<file path="config.mk">
export PLATFORM = sky130hd
export DESIGN_NAME = key_scan_repeat
export DESIGN_NICKNAME = d
export VERILOG_FILES = /design/src/rtl/key_scan_repeat.sv
export SDC_FILE = /design/constraint.sdc
export NUM_CORES = 1
export LEC_CHECK = 0
export CAP_MARGIN = 20
export CORE_MARGIN = 4
export CORE_UTILIZATION = 40
export CTS_CLUSTER_SIZE = 8
export DETAILED_ROUTE_END_ITERATION = 8
export GPL_TIMING_DRIVEN = 1
export SYNTH_ARGS = -nofsm -noshare
export SYNTH_HDL_FRONTEND = slang
export SYNTH_SLANG_ARGS = --single-unit
</file>
<file path="constraint.sdc">
create_clock -name clk -period 2.3 [get_ports clk]
set_input_delay 0.345 -clock clk [delete_from_list [all_inputs] [get_ports clk]]
set_output_delay 0.345 -clock clk [all_outputs]
set_load 0.02 [all_outputs]
</file>
<file path="src/rtl/key_scan_repeat.sv">
// Push-button front-end: 2-flop sync, per-key debounce, single-key arbitration and hold-to-repeat.
// Define KEY_REPEAT_ACCEL_EN to shorten the repeat interval to REPEAT_RATE/4 after 8 repeats.
module key_scan_repeat #(
   parameter int unsigned       N_KEYS       = 6,
   parameter int unsigned       DEBOUNCE_CYC = 20,
   parameter int unsigned       REPEAT_DELAY = 500,
   parameter int unsigned       REPEAT_RATE  = 200,
   parameter logic [N_KEYS-1:0] REPEAT_MASK  = 6'b111100
) (
   input  logic              clk,
   input  logic              reset,
   input  logic [N_KEYS-1:0] key_raw,
   output logic [N_KEYS-1:0] key_held,
   output logic [N_KEYS-1:0] key_evt,
   output logic              lockout
);

   localparam int unsigned DB_W    = (DEBOUNCE_CYC > 1) ? $clog2(DEBOUNCE_CYC) : 1;
   localparam int unsigned RPT_MAX = (REPEAT_DELAY > REPEAT_RATE) ? REPEAT_DELAY : REPEAT_RATE;
   localparam int unsigned RPT_W   = (RPT_MAX > 1) ? $clog2(RPT_MAX) : 1;
   localparam int unsigned IDX_W   = (N_KEYS > 1) ? $clog2(N_KEYS) : 1;
`ifdef KEY_REPEAT_ACCEL_EN
   localparam int unsigned ACC_RATE = (REPEAT_RATE / 4 >= 1) ? REPEAT_RATE / 4 : 1;
`endif

   typedef enum logic [2:0] {
      StIdle,
      StDelay,
      StRepeat,
      StLockout,
      StWaitRel
   } state_e;

   logic [N_KEYS-1:0]            sync1_q, sync2_q;
   logic [N_KEYS-1:0][DB_W-1:0]  db_cnt_q, db_cnt_d;
   logic [N_KEYS-1:0]            held_q, held_d;
   state_e                       state_q, state_d;
   logic [IDX_W-1:0]             idx_q, idx_d;
   logic [RPT_W-1:0]             rpt_cnt_q, rpt_cnt_d;
   logic [N_KEYS-1:0]            evt_q, evt_d;
`ifdef KEY_REPEAT_ACCEL_EN
   logic [3:0]                   acc_q, acc_d;
`endif

   logic                         held_one_hot;
   logic [IDX_W-1:0]             held_idx;
   logic [N_KEYS-1:0]            idx_mask;
   logic                         own_held, other_held;
   logic [RPT_W-1:0]             rate_last;

   always_ff @(posedge clk) begin
      if (!reset) begin
         sync1_q <= '0;
         sync2_q <= '0;
      end else begin
         sync1_q <= key_raw;
         sync2_q <= sync1_q;
      end
   end

   // Counter measures how long the synced level has disagreed with the debounced level.
   always_comb begin
      held_d   = held_q;
      db_cnt_d = '0;
      for (int unsigned k = 0; k < N_KEYS; k++) begin
         if (sync2_q[k] != held_q[k]) begin
            if (db_cnt_q[k] == DB_W'(DEBOUNCE_CYC - 1)) begin
               held_d[k] = ~held_q[k];
            end else begin
               db_cnt_d[k] = db_cnt_q[k] + DB_W'(1);
            end
         end
      end
   end

   always_comb begin
      held_one_hot = (held_q != '0) && ((held_q & (held_q - N_KEYS'(1))) == '0);
      held_idx     = '0;
      for (int unsigned k = 0; k < N_KEYS; k++) begin
         if (held_q[k]) begin
            held_idx = IDX_W'(k);
         end
      end
      idx_mask   = N_KEYS'(1) << idx_q;
      own_held   = |(held_q & idx_mask);
      other_held = |(held_q & ~idx_mask);
`ifdef KEY_REPEAT_ACCEL_EN
      rate_last  = (acc_q >= 4'd8) ? RPT_W'(ACC_RATE - 1) : RPT_W'(REPEAT_RATE - 1);
`else
      rate_last  = RPT_W'(REPEAT_RATE - 1);
`endif
   end

   always_comb begin
      state_d   = state_q;
      idx_d     = idx_q;
      rpt_cnt_d = rpt_cnt_q;
      evt_d     = '0;
`ifdef KEY_REPEAT_ACCEL_EN
      acc_d     = acc_q;
`endif
      case (state_q)
         StIdle: begin
            if (held_one_hot) begin
               evt_d     = held_q;
               idx_d     = held_idx;
               rpt_cnt_d = '0;
               state_d   = REPEAT_MASK[held_idx] ? StDelay : StWaitRel;
            end else if (held_q != '0) begin
               state_d = StLockout;
            end
         end
         // Release is checked first so it beats a coincident terminal count.
         StDelay: begin
            if (!own_held) begin
               state_d = StIdle;
            end else if (other_held) begin
               state_d = StLockout;
            end else if (rpt_cnt_q == RPT_W'(REPEAT_DELAY - 1)) begin
               evt_d     = idx_mask;
               rpt_cnt_d = '0;
               state_d   = StRepeat;
            end else begin
               rpt_cnt_d = rpt_cnt_q + RPT_W'(1);
            end
         end
         StRepeat: begin
            if (!own_held) begin
               state_d = StIdle;
            end else if (other_held) begin
               state_d = StLockout;
            end else if (rpt_cnt_q == rate_last) begin
               evt_d     = idx_mask;
               rpt_cnt_d = '0;
`ifdef KEY_REPEAT_ACCEL_EN
               if (acc_q < 4'd8) begin
                  acc_d = acc_q + 4'd1;
               end
`endif
            end else begin
               rpt_cnt_d = rpt_cnt_q + RPT_W'(1);
            end
         end
         StWaitRel: begin
            if (!own_held) begin
               state_d = StIdle;
            end else if (other_held) begin
               state_d = StLockout;
            end
         end
         StLockout: begin
            if (held_q == '0) begin
               state_d = StIdle;
            end
         end
         default: state_d = StIdle;
      endcase
`ifdef KEY_REPEAT_ACCEL_EN
      if (state_d != StRepeat) begin
         acc_d = '0;
      end
`endif
   end

   always_ff @(posedge clk) begin
      if (!reset) begin
         db_cnt_q  <= '0;
         held_q    <= '0;
         state_q   <= StIdle;
         idx_q     <= '0;
         rpt_cnt_q <= '0;
         evt_q     <= '0;
`ifdef KEY_REPEAT_ACCEL_EN
         acc_q     <= '0;
`endif
      end else begin
         db_cnt_q  <= db_cnt_d;
         held_q    <= held_d;
         state_q   <= state_d;
         idx_q     <= idx_d;
         rpt_cnt_q <= rpt_cnt_d;
         evt_q     <= evt_d;
`ifdef KEY_REPEAT_ACCEL_EN
         acc_q     <= acc_d;
`endif
      end
   end

   assign key_held = held_q;
   assign key_evt  = evt_q;
   assign lockout  = (state_q == StLockout);

endmodule

</file>
After elaboration in Yosys (flattened, before gate mapping)

Memory sizes are Yosys's and may differ from the RTL's.
Index checks and enable logic that the tools add are counted.

Flip-flop bits (word level): 69
Memory bits (read-only): 8
Input port bits: 8
Output and inout port bits: 13
Word-level logic and storage cells: 129
Memories kept: 1

Memory list:

| memory           | words | bits a word | read ports | clocked after Yosys merged registers in | wr ports | line | text |
|---|---|---|---|---|---|---|---|
| (name not given) | 8     | 1           | 1          | 0                                       | 0        | 108  | `state_d = REPEAT_MASK[held_idx] ? StDelay : StWaitRel;` |

$add $sub $neg: 8
$lt $le $gt $ge: 1
Eq/ne operators: 27
Shift operators: 1
Muxes and demuxes: 32
Bitwise operators: 17
Reduce and logical (&&, ||, !) cells: 24

Operators with widths:

| kind                                                               | count |
|---|---|
| 9-bit 2-to-1 mux                                                   | 7 |
| 6-bit 2-to-1 mux                                                   | 7 |
| 3-bit 2-to-1 mux                                                   | 13 |
| 5-bit by 1-bit adder with 5-bit output (second input constant)     | 6 |
| 5-bit == test (second input constant)                              | 6 |
| 9-bit case mux with 3 select lines                                 | 1 |
| 6-bit AND                                                          | 3 |
| 6-bit case mux with 3 select lines                                 | 1 |
| 3-bit OR reduction                                                 | 6 |
| 2-bit AND reduction                                                | 7 |
| 1-bit inverter                                                     | 13 |
| 6-bit logical NOT                                                  | 2 |
| 3-bit case mux with 4 select lines                                 | 1 |
| 6-bit OR reduction                                                 | 2 |
| 2-bit inequality test (second input constant)                      | 5 |
| 9-bit by 1-bit adder with 9-bit output (second input constant)     | 1 |
| 9-bit by 8-bit == test with 1-bit output (second input constant)   | 1 |
| 9-bit == test (second input constant)                              | 1 |
| 3-bit by 2-bit == test with 1-bit output (second input constant)   | 2 |
| 1-bit inequality test                                              | 6 |
| 6-bit inverter                                                     | 1 |
| 6-bit AND reduction                                                | 1 |
| 6-bit nonzero test                                                 | 1 |
| 1-bit by 3-bit left shift with 6-bit output (first input constant) | 1 |
| other kinds (14)                                                   | 15 |

Logic depth before layout (Yosys ltp)

Gate-level depths: netlist of the first run.

Depth after elaboration: 10
Mapped depth: 9
Depth with buffers taken out: 7

Worst setup path after synthesis of the first run

Ideal clock, no wire load.

Kind: register to register
Start: register held_q[2] (netlist: key_held[2])
End: register rpt_cnt_q[4]
Library setup time: 0.122 ns
Data arrival time: 2.124 ns
Data required time: 2.178 ns
Setup slack: 0.054 ns
Stages on the path, launching flop included: 9
Path buffers: 2
Clock period less this slack: 2.246 ns
Cell sequence: dfxtp_1 nor4b_4 a211oi_1 or3_1 buf_2 or4_1 buf_2 a22oi_1 o21ai_1

Word-level cells in the longest chain between the ends: 6
Elaborated cells between the ends (all ways): 15
Classes of those cells: 1 x add/sub; 5 x eq/ne; 3 x bitwise; 6 x reduce/logical

Ends and longest elaborated chain:

| item                                        | line | text |
|---|---|---|
| start, declared                             | 36   | `logic [N_KEYS-1:0] held_q, held_d;` |
| start signal, assigned                      | 178  | `held_q <= held_d;` |
| 6-bit by 1-bit subtractor with 6-bit output | 77   | `held_one_hot = (held_q != '0) && ((held_q & (held_q - N_KEYS'(1))) == '0);` |
| 6-bit AND                                   | 77   |  |
| 6-bit logical NOT                           | 77   |  |
| 1-bit logical AND                           | 77   |  |
| 2-bit inequality test (no line)             | n/a  |  |
| 6-bit AND reduction (no line) *             | n/a  |  |
| end signal, assigned                        | 181  | `rpt_cnt_q <= rpt_cnt_d;` |
| end, declared                               | 39   | `logic [RPT_W-1:0] rpt_cnt_q, rpt_cnt_d;` |

Mark *: on every way between the ends. The rest lies on a longest branch, timed or not.
A chain may end at the register's enable or synchronous reset.

Worst setup path after layout of the first run

Start: register idx_q[2]
End: register rpt_cnt_q[3]

Word-level cells in the longest chain between the ends: 6
Elaborated cells between the ends (all ways): 11
Classes of those cells: 4 x eq/ne; 1 x shift; 3 x bitwise; 3 x reduce/logical

Ends and longest elaborated chain:

| item                                          | line | text |
|---|---|---|
| start, declared                               | 38   | `logic [IDX_W-1:0] idx_q, idx_d;` |
| start signal, assigned                        | 180  | `idx_q <= idx_d;` |
| 1-bit by 3-bit left shift with 6-bit output * | 84   | `idx_mask = N_KEYS'(1) << idx_q;` |
| 6-bit inverter                                | 86   | `other_held = \|(held_q & ~idx_mask);` |
| 6-bit AND                                     | 86   |  |
| 6-bit OR reduction                            | 86   |  |
| 2-bit inequality test (no line)               | n/a  |  |
| 6-bit AND reduction (no line) *               | n/a  |  |

Marked as above.

==> results of run 1 <==
## power by group
part | switching (µW) | internal [µW]
combinational | 22.7 | 22.1
clock | 464 | 593
sequential | 5.83 | 1210
## cell families (layout without fill, tap and decap cells)
kind of cell               count (synthesis)  after routing  share of synthesized area (%)
muxes                                      9              9                           2.91
adders and majority gates                  7              7                           2.75
buffers and inverters                     32             76                           4.40
xor gates and xnor gates                  25             25                           6.88
and+or+nand+nor                          172            172                           26.8
DFF                                       69             69                           43.4
AOI/OAI and AO/OA                         59             59                           12.8
## sequential cells by signal, summed over array words and instances, names as in the netlist
register   count
idx_q          3
sync1_q        6
key_evt        6
sync2_q        6
state_q        3
rpt_cnt_q      9
db_cnt_q      30
key_held       6
## what timing repair did
action | CTS | global route
endpoints found under the setup margin | 1 | 17
resized for setup | 1 | 12
pin swaps | 0 | 1
hold buffers | 0 | 0
## per-layer routing
| layer | vias to the layer above | share of wire [%] |
|---|---|---|
| li1 | 1375 | - |
| met1 | 1247 | 49 |
| met2 | 41 | 46 |
| met3 | 10 | 3.6 |
| met4 | 0 | 1.8 |
| met5 | - | 0 |
## critical path, delay by kind of cell (launching register included)
family                 cells  cell delay [ns]
buffers and inverters      2             0.32
DFF                        1             0.37
AOI/OAI and AO/OA          3             0.31
and+or+nand+nor            3             1.07
## through the flow
step / utilization, % / total power, µW / setup WS (ns) / hold slack (ns) / area [µm²]
floorplan: - / 1260 / 0.0539 / 0.412 / 3180
global placement: 47.0 / 1290 / 0.0513 / 0.417 / 3630
detailed placement: 47.0 / 1290 / 0.0275 / 0.422 / 3630
CTS: 49.9 / 2350 / 0.0435 / 0.441 / 3860
global route: 50.5 / 2410 / 0.000356 / 0.452 / 3900
finish: 50.5 / 2310 / 0.111 / 0.436 / 3900
## worst min path at each step
| stage | end | slack [ns] | from |
|---|---|---|---|
| after detailed placement | sync2_q[5] | 0.42 | sync1_q[5] |
| final | sync2_q[5] | 0.44 | sync1_q[5] |
| after CTS | sync2_q[5] | 0.44 | sync1_q[5] |
| after global placement | sync2_q[4] | 0.42 | sync1_q[4] |
| after global routing | sync2_q[3] | 0.45 | sync1_q[3] |
| after floorplan | sync2_q[0] | 0.41 | sync1_q[0] |
## layout make-up
class | count | area share, %
clock buffer | 12 | 4.23
clock inverter | 4 | 1.38
inverter | 13 | 1.25
multi-input combinational | 272 | 43.6
sequential | 69 | 35.5
tap | 102 | 3.27
timing repair buffer | 47 | 10.7
## placed cells by master, fill, tap and decap left out, drive strengths merged, types with 6 or more instances in the layout
cell           instances
nand2                 16
a21oi                 13
clkbuf                12
o21ai                  9
dfxtp                 69
mux2i                  7
nor2                  72
xnor2                  6
nor3                  12
xor2                  19
buf                   27
ha                     7
inv                   14
nand3                 30
and2                  14
clkdlybuf4s50         20
==> flow_summary.ini, run 1 <==
[run_status]
status = finished clean

[synth]
yosysSeqAreaShare_pct = 43.4
yosysWarnings = 0
synth.avg_cell_area_um2 = 8.53
synthCells = 373
yosys-top-cells-count = nor2_1, dfxtp_1, nand3_1
synth_edf_count = 0
synth_nets = 388
netlist_area_um2 = 3180
synth_top_area_cell = dfxtp_1
ys_types = 50
synthArstFlopShare_pct = 0
synth_seq_cells = 69
synth_most_common_cell = nor2_1
yosys-top-cells-area = dfxtp_1, nor2_1, xor2_1, nand3_1, and2_1
synth_top_area_share_pct = 43.4
synth-main-ff-cell = dfxtp_1

[clock_network]
cts_buffer_depth = 2
clk_pin_slew_ns = 0.08
cts_sinks = 69
insertion_delay_ns = 0.34
cts.htree.levels = 3
clockRootBuffer = clkbuf_8
cts_made_buffers = 9
postCtsSetupBuffers = 0
cts_tree = done

[setup_path]
crit_end = rpt_cnt_q[3]
worstPathArrival_ns = 2.41
critPathLaunch = idx_q[2]
crit_chain = buf_4 > and2b_1 > a21oi_1 > or3_4 > or4_4 > buf_6 > a22oi_2 > o21ai_1
r2r_start = idx_q[2]
crit_type = reg -> reg
end_kind = flip-flop
crit_required_ns = 2.53
crit_fanout = 9
cp_slowest_stage_delay_ns = 0.49
slowest_stage = or4_4
r2r_end = rpt_cnt_q[3]
rr_worst_depth = 8
regToRegSetupSlack_ns = 0.11
crit_path_start_kind = flip-flop

[layout]
fin_cells = 519
drive_gt1_share_pct = 14.9
syn_to_final_growth_pct = 22.6
fillers = 728
antenna_cells = 0
multi_input_area_um2 = 1700
nets = 427
register_area_um2 = 1390

[route]
ant_nets = 0
dr_total_vias = 2673
drt-total-wl_mm = 6.61
drt-vias-per-instance = 5.15
first_iter_violations = 90
drc = 0
dr.pass1.iters = 4
wl_per_cell_um = 12.7

[min_path]
hp-class = reg -> reg
holdPathStages = 1

[floorplanning]
die_w_um = 97.2
fp-row-count = 32
die_h_um = 97.2
ios = 21
initial_utilization_pct = 41.2
dieArea_um2 = 9450
core_area_um2 = 7730

[placement]
io_buffers = 20
gp_congestion = 0.861
dpl.cell_count = 503
dp_hpwl_mm = 4.78

[timing]
finalHoldViolCount = 0
tightestPinTransition_ns = 0.511
rsz0062_at_grt = false
final.min_clock_period_ns = 2.19
fin_crit_sh_pct = 95.2
fmax_ghz = 0.457
finalSetupTns_ns = 0
relSlewSlack_pct = 65.5
fin_skew_ns = 0.00424
setup_violations = 0
final-max-slew-violation-count = 0

[global_routing]
met1_usage_pct = 19.3
grt.met2_usage_pct = 22.7
gr-total-overflow = 0
grt_pass1_vias = 2498
grt_pass1_wl_mm = 11.5
grt_use_total_pct = 14.6
met3_usage_pct = 3.37
antenna_found_initial = 0
busiest_layer = met2
grt_max_degree = 29

[power_and_ir_drop]
ir_drop_mv = 0.288
p_leak_uw = 0.00151
p_per_area_nw_per_um2 = 593

[job]
cap_violations = 0
No activity file was read; power rests on OpenSTA's default activity.
==> run 2: changes to the inputs <==
Settings changed: CORE_MARGIN 4 to 5, HOLD_SLACK_MARGIN set to 0.02.
==> flow_summary.ini, run 2 (synthesis results as in run 1) <==
[min_path]
holdPathStages = 1
hp-class = reg -> reg

[layout]
regMostFlops = db_cnt_q
design_area_um2 = 3840
antenna_cells = 0
largest_reg_flops = 30
syn_to_final_growth_pct = 20.5
reg.largest.list = db_cnt_q x30, rpt_cnt_q x9
nets = 426
final_common_cell = nor2_1
drive_gt1_share_pct = 13.7
mostFrequentLayoutCells = nor2_1, dfxtp_1, nand3_1, buf_4, clkdlybuf4s50_1

[clock_network]
postCtsSetupBuffers = 0
cts.htree.levels = 3
clockRootBuffer = clkbuf_8
insertion_delay_ns = 0.35
cts_sinks = 69
cts_tree = done
cts_buffer_depth = 2
clk_pin_slew_ns = 0.07
cts_made_buffers = 9

[timing]
finalHoldViolCount = 0
rsz0062_at_grt = false
tightestPinTransition_ns = 0.548
fin_skew_ns = 0.00863
fin_crit_sh_pct = 96.3
fmax_ghz = 0.451
finalSetupTns_ns = 0
final.min_clock_period_ns = 2.22
setup_violations = 0
final-max-slew-violation-count = 0
relSlewSlack_pct = 63.0

[placement]
dp_hpwl_mm = 4.70
io_buffers = 20
placed_area_um2 = 3630
gp_congestion = 0.843

[global_routing]
antenna_found_initial = 0
gr-total-overflow = 0
grt_max_degree = 29
grt_pass1_wl_mm = 11.5
grt_pass1_vias = 2507
grt_use_total_pct = 14.4

[setup_path]
slowest_stage = or4_1
crit_chain = buf_12 > and4bb_2 > nor3_1 > or3_1 > or4_1 > buf_6 > a22oi_1 > o21ai_1
crit_fanout = 9
crit_required_ns = 2.54
r2r_end = rpt_cnt_q[3]
cp_slowest_stage_delay_ns = 0.50
regToRegSetupSlack_ns = 0.08
crit_type = reg -> reg
crit_end = rpt_cnt_q[3]
crit_path_start_kind = flip-flop
rr_worst_depth = 8
end_kind = flip-flop
critPathLaunch = idx_q[1]
worstPathArrival_ns = 2.45
r2r_start = idx_q[1]

[route]
dr_total_vias = 2662
drt-vias-per-instance = 5.15
ant_nets = 0
wl_per_cell_um = 12.9
first_iter_violations = 195
drc = 0
drt-total-wl_mm = 6.68
dr.pass1.iters = 4

[floorplanning]
dieArea_um2 = 9840
fp-row-count = 32
core_area_um2 = 7730
die_w_um = 99.2
initial_utilization_pct = 41.2
die_h_um = 99.2
ios = 21

[power_and_ir_drop]
p_per_area_nw_per_um2 = 560
ir_drop_mv = 0.359
p_leak_uw = 0.00148

[run_status]
status = finished clean

[job]
cap_violations = 0
==> run 2: where the power goes <==
part | leakage [µW] | switching [µW] | internal (µW)
sequential | 0.000560 | 5.82 | 1210
clock | 0.0000808 | 476 | 416
combinational | 0.000838 | 23.2 | 22.0
total | 0.00148 | 505 | 1640
==> run 2: layer usage <==
| metal | wire length [µm] | track usage, % | up-vias | part of all wire [%] |
|---|---|---|---|---|
| li1 | - | - | 1371 | - |
| met1 | 3240 | 18.9 | 1220 | 49 |
| met2 | 2980 | 21.7 | 60 | 45 |
| met3 | 327 | 3.93 | 11 | 4.9 |
| met4 | 129 | 6.83 | 0 | 1.9 |
| met5 | 0 | 0 | - | 0 |
==> run 2: cell type report <==
type | instances | area, µm²
clock buffers | 10 | 138
multi-input cells | 272 | 1690
well taps | 102 | 128
fillers | 739 | 3890
flip-flops and latches | 69 | 1390
inverters | 13 | 48.8
repair buffers | 46 | 412
clock inverters | 5 | 36.3
==> run 2: worst min-delay path by stage <==
| stage | from | to | slack [ns] |
|---|---|---|---|
| after floorplan | sync1_q[0] | sync2_q[0] | 0.41 |
| after global placement | sync1_q[4] | sync2_q[4] | 0.42 |
| after detailed placement | sync1_q[0] | sync2_q[0] | 0.42 |
| after CTS | sync1_q[0] | sync2_q[0] | 0.44 |
| after global routing | sync1_q[3] | sync2_q[3] | 0.46 |
| final | sync1_q[0] | sync2_q[0] | 0.43 |
==> run 2: through the flow <==
stage               utilization, %  total power [µW]  hold slack [ns]  worst slack (ns)  cells
floorplan                        -              1260            0.412            0.0539    373
global placement              46.9              1290            0.416            0.0925    502
detailed placement            46.9              1290            0.417            0.0797    502
CTS                           49.2              2180            0.436            0.0496    517
global route                  49.6              2240            0.459           0.00630    517
finish                        49.6              2150            0.434            0.0844    517
==> run 2: what timing repair did <==
action                                  4_1_cts  5_1_grt
endpoints found under the setup margin        0       18
hold buffers                                  0        0
resized for setup                             0        9
==> run 2: critical path, delay by kind of cell (launching register included) <==
kind / cells / cell delay (ns)
buf+inv: 2 / 0.30
flops: 1 / 0.34
simple gates: 4 / 1.21
compound gates: 2 / 0.26
==> run 3: changes to the inputs <==
Settings changed: CORE_MARGIN 5 to 10, SETUP_SLACK_MARGIN set to 0.15, SKIP_CTS_REPAIR_TIMING set to 1.
==> flow_summary.ini, run 3 (synthesis results as in run 1) <==
[timing]
final.min_clock_period_ns = 2.11
relSlewSlack_pct = 60.6
tightestPinTransition_ns = 0.586
fin_crit_sh_pct = 92.0
fmax_ghz = 0.473
final-max-slew-violation-count = 0
fin_skew_ns = 0.00943
setup_violations = 0
finalSetupTns_ns = 0
rsz0062_at_grt = true
finalHoldViolCount = 0

[power_and_ir_drop]
clkPwrFrac_pct = 47.4
seq_power_share_pct = 50.7
ir_drop_mv = 0.312
switching_share_pct = 20.5
p_per_area_nw_per_um2 = 613
p_leak_uw = 0.00151
internal_power_uw = 1900
switchingPower_uw = 489
combPwrFrac_pct = 1.9

[floorplanning]
dieArea_um2 = 11900
ios = 21
fp-row-count = 32
die_h_um = 109
die_w_um = 109
initial_utilization_pct = 41.2
core_area_um2 = 7730

[layout]
post-route-util_pct = 50.4
nets = 423
fillers = 730
drive_gt1_share_pct = 15.5
syn_to_final_growth_pct = 22.3
final_common_cell = nor2_1
largest_reg_flops = 30
design_area_um2 = 3890
regMostFlops = db_cnt_q
reg.largest.list = db_cnt_q x30, rpt_cnt_q x9
fin_cells = 515
antenna_cells = 0
mostFrequentLayoutCells = nor2_1, dfxtp_1, nand3_1, buf_4, clkdlybuf4s50_1

[setup_path]
worstPathArrival_ns = 2.35
slowest_stage = or4_4
crit_chain = buf_4 > nor4b_4 > a211oi_2 > or3_1 > or4_4 > buf_6 > a21oi_1 > o22ai_1
cpLargestDelayFamily = simple AND/OR/NAND/NOR gates
crit_path_start_kind = flip-flop
crit_required_ns = 2.53
crit_type = reg -> reg
end_kind = flip-flop
path_buf_inv = 2
crit_fanout = 9
cp_slowest_stage_delay_ns = 0.43

[clock_network]
clockRootBuffer = clkbuf_8
cts.htree.levels = 3
cts_made_buffers = 9
clk_pin_slew_ns = 0.08
cts_buffer_depth = 2
cts_tree = done
cts_sinks = 69
insertion_delay_ns = 0.35

[min_path]
hp-class = reg -> reg

[job]
cap_violations = 0

[global_routing]
grt_max_degree = 29
gr-total-overflow = 0
grt_pass1_vias = 2528
antenna_found_initial = 0
grt_pass1_wl_mm = 11.5
grt_use_total_pct = 11.9

[route]
first_iter_violations = 84
wl_per_cell_um = 13.2
ant_nets = 0
dr_total_vias = 2689
dr.pass1.iters = 4
drt-total-wl_mm = 6.82
drc = 0
drt-vias-per-instance = 5.22

[run_status]
status = finished clean

[placement]
io_buffers = 20
gp_congestion = 0.859
dp_hpwl_mm = 4.87
placed_area_um2 = 3610
dpl.cell_count = 497
[run 3: changes by cell type in the layout (fill, tap and decap cells not counted), sizes merged]
cell,delta
clkinvlp,-3
buf,-4
bufinv,+2
clkbuf,+2
clkinv,+2
inv,-1
[run 3: cell type report]
class	count	area, µm²	area share [%]
multi-input combinational	272	1720	44.1
sequential	69	1390	35.8
timing repair buffer	43	374	9.61
clock buffer	11	151	3.89
tap	102	128	3.28
clock inverter	5	82.6	2.12
inverter	13	48.8	1.25
[run 3: final timing paths]
path              startpoint            to  slack, ns  cells after the start
setup / recovery    idx_q[0]  rpt_cnt_q[5]       0.19                      8
hold / removal    sync1_q[5]    sync2_q[5]       0.44                      1
setup reg to reg    idx_q[0]  rpt_cnt_q[5]       0.19                      8
hold reg to reg   sync1_q[5]    sync2_q[5]       0.44                      1
[run 3: metrics by stage]
stage / setup slack (ns) / hold slack, ns / power [µW]
after floorplan: 0.160 / 0.412 / 1260
after global placement: 0.110 / 0.414 / 1290
after detailed placement: 0.0599 / 0.421 / 1290
after CTS: 0.0192 / 0.439 / 2420
after global routing: 0.105 / 0.455 / 2470
final: 0.185 / 0.435 / 2390
[run 3: per-layer routing]
| layer | track usage (%) | up-vias | routed length [µm] |
|---|---|---|---|
| li1 | - | 1373 | - |
| met1 | 14.7 | 1267 | 3350 |
| met2 | 18.6 | 43 | 3060 |
| met3 | 4.72 | 6 | 338 |
| met4 | 4.09 | 0 | 72 |
| met5 | 0 | - | 0 |
[run 3: power by group through the flow]
stage	Sequential, µW	Clock, µW	Combinational [µW]
4_1_cts	1210	1160	46.5
3_3_place_gp	1240	0	45.9
6_report	1210	1130	45.4
2_1_floorplan	1240	0	25.0
3_5_place_dp	1240	0	46.1
5_1_grt	1210	1210	51.4
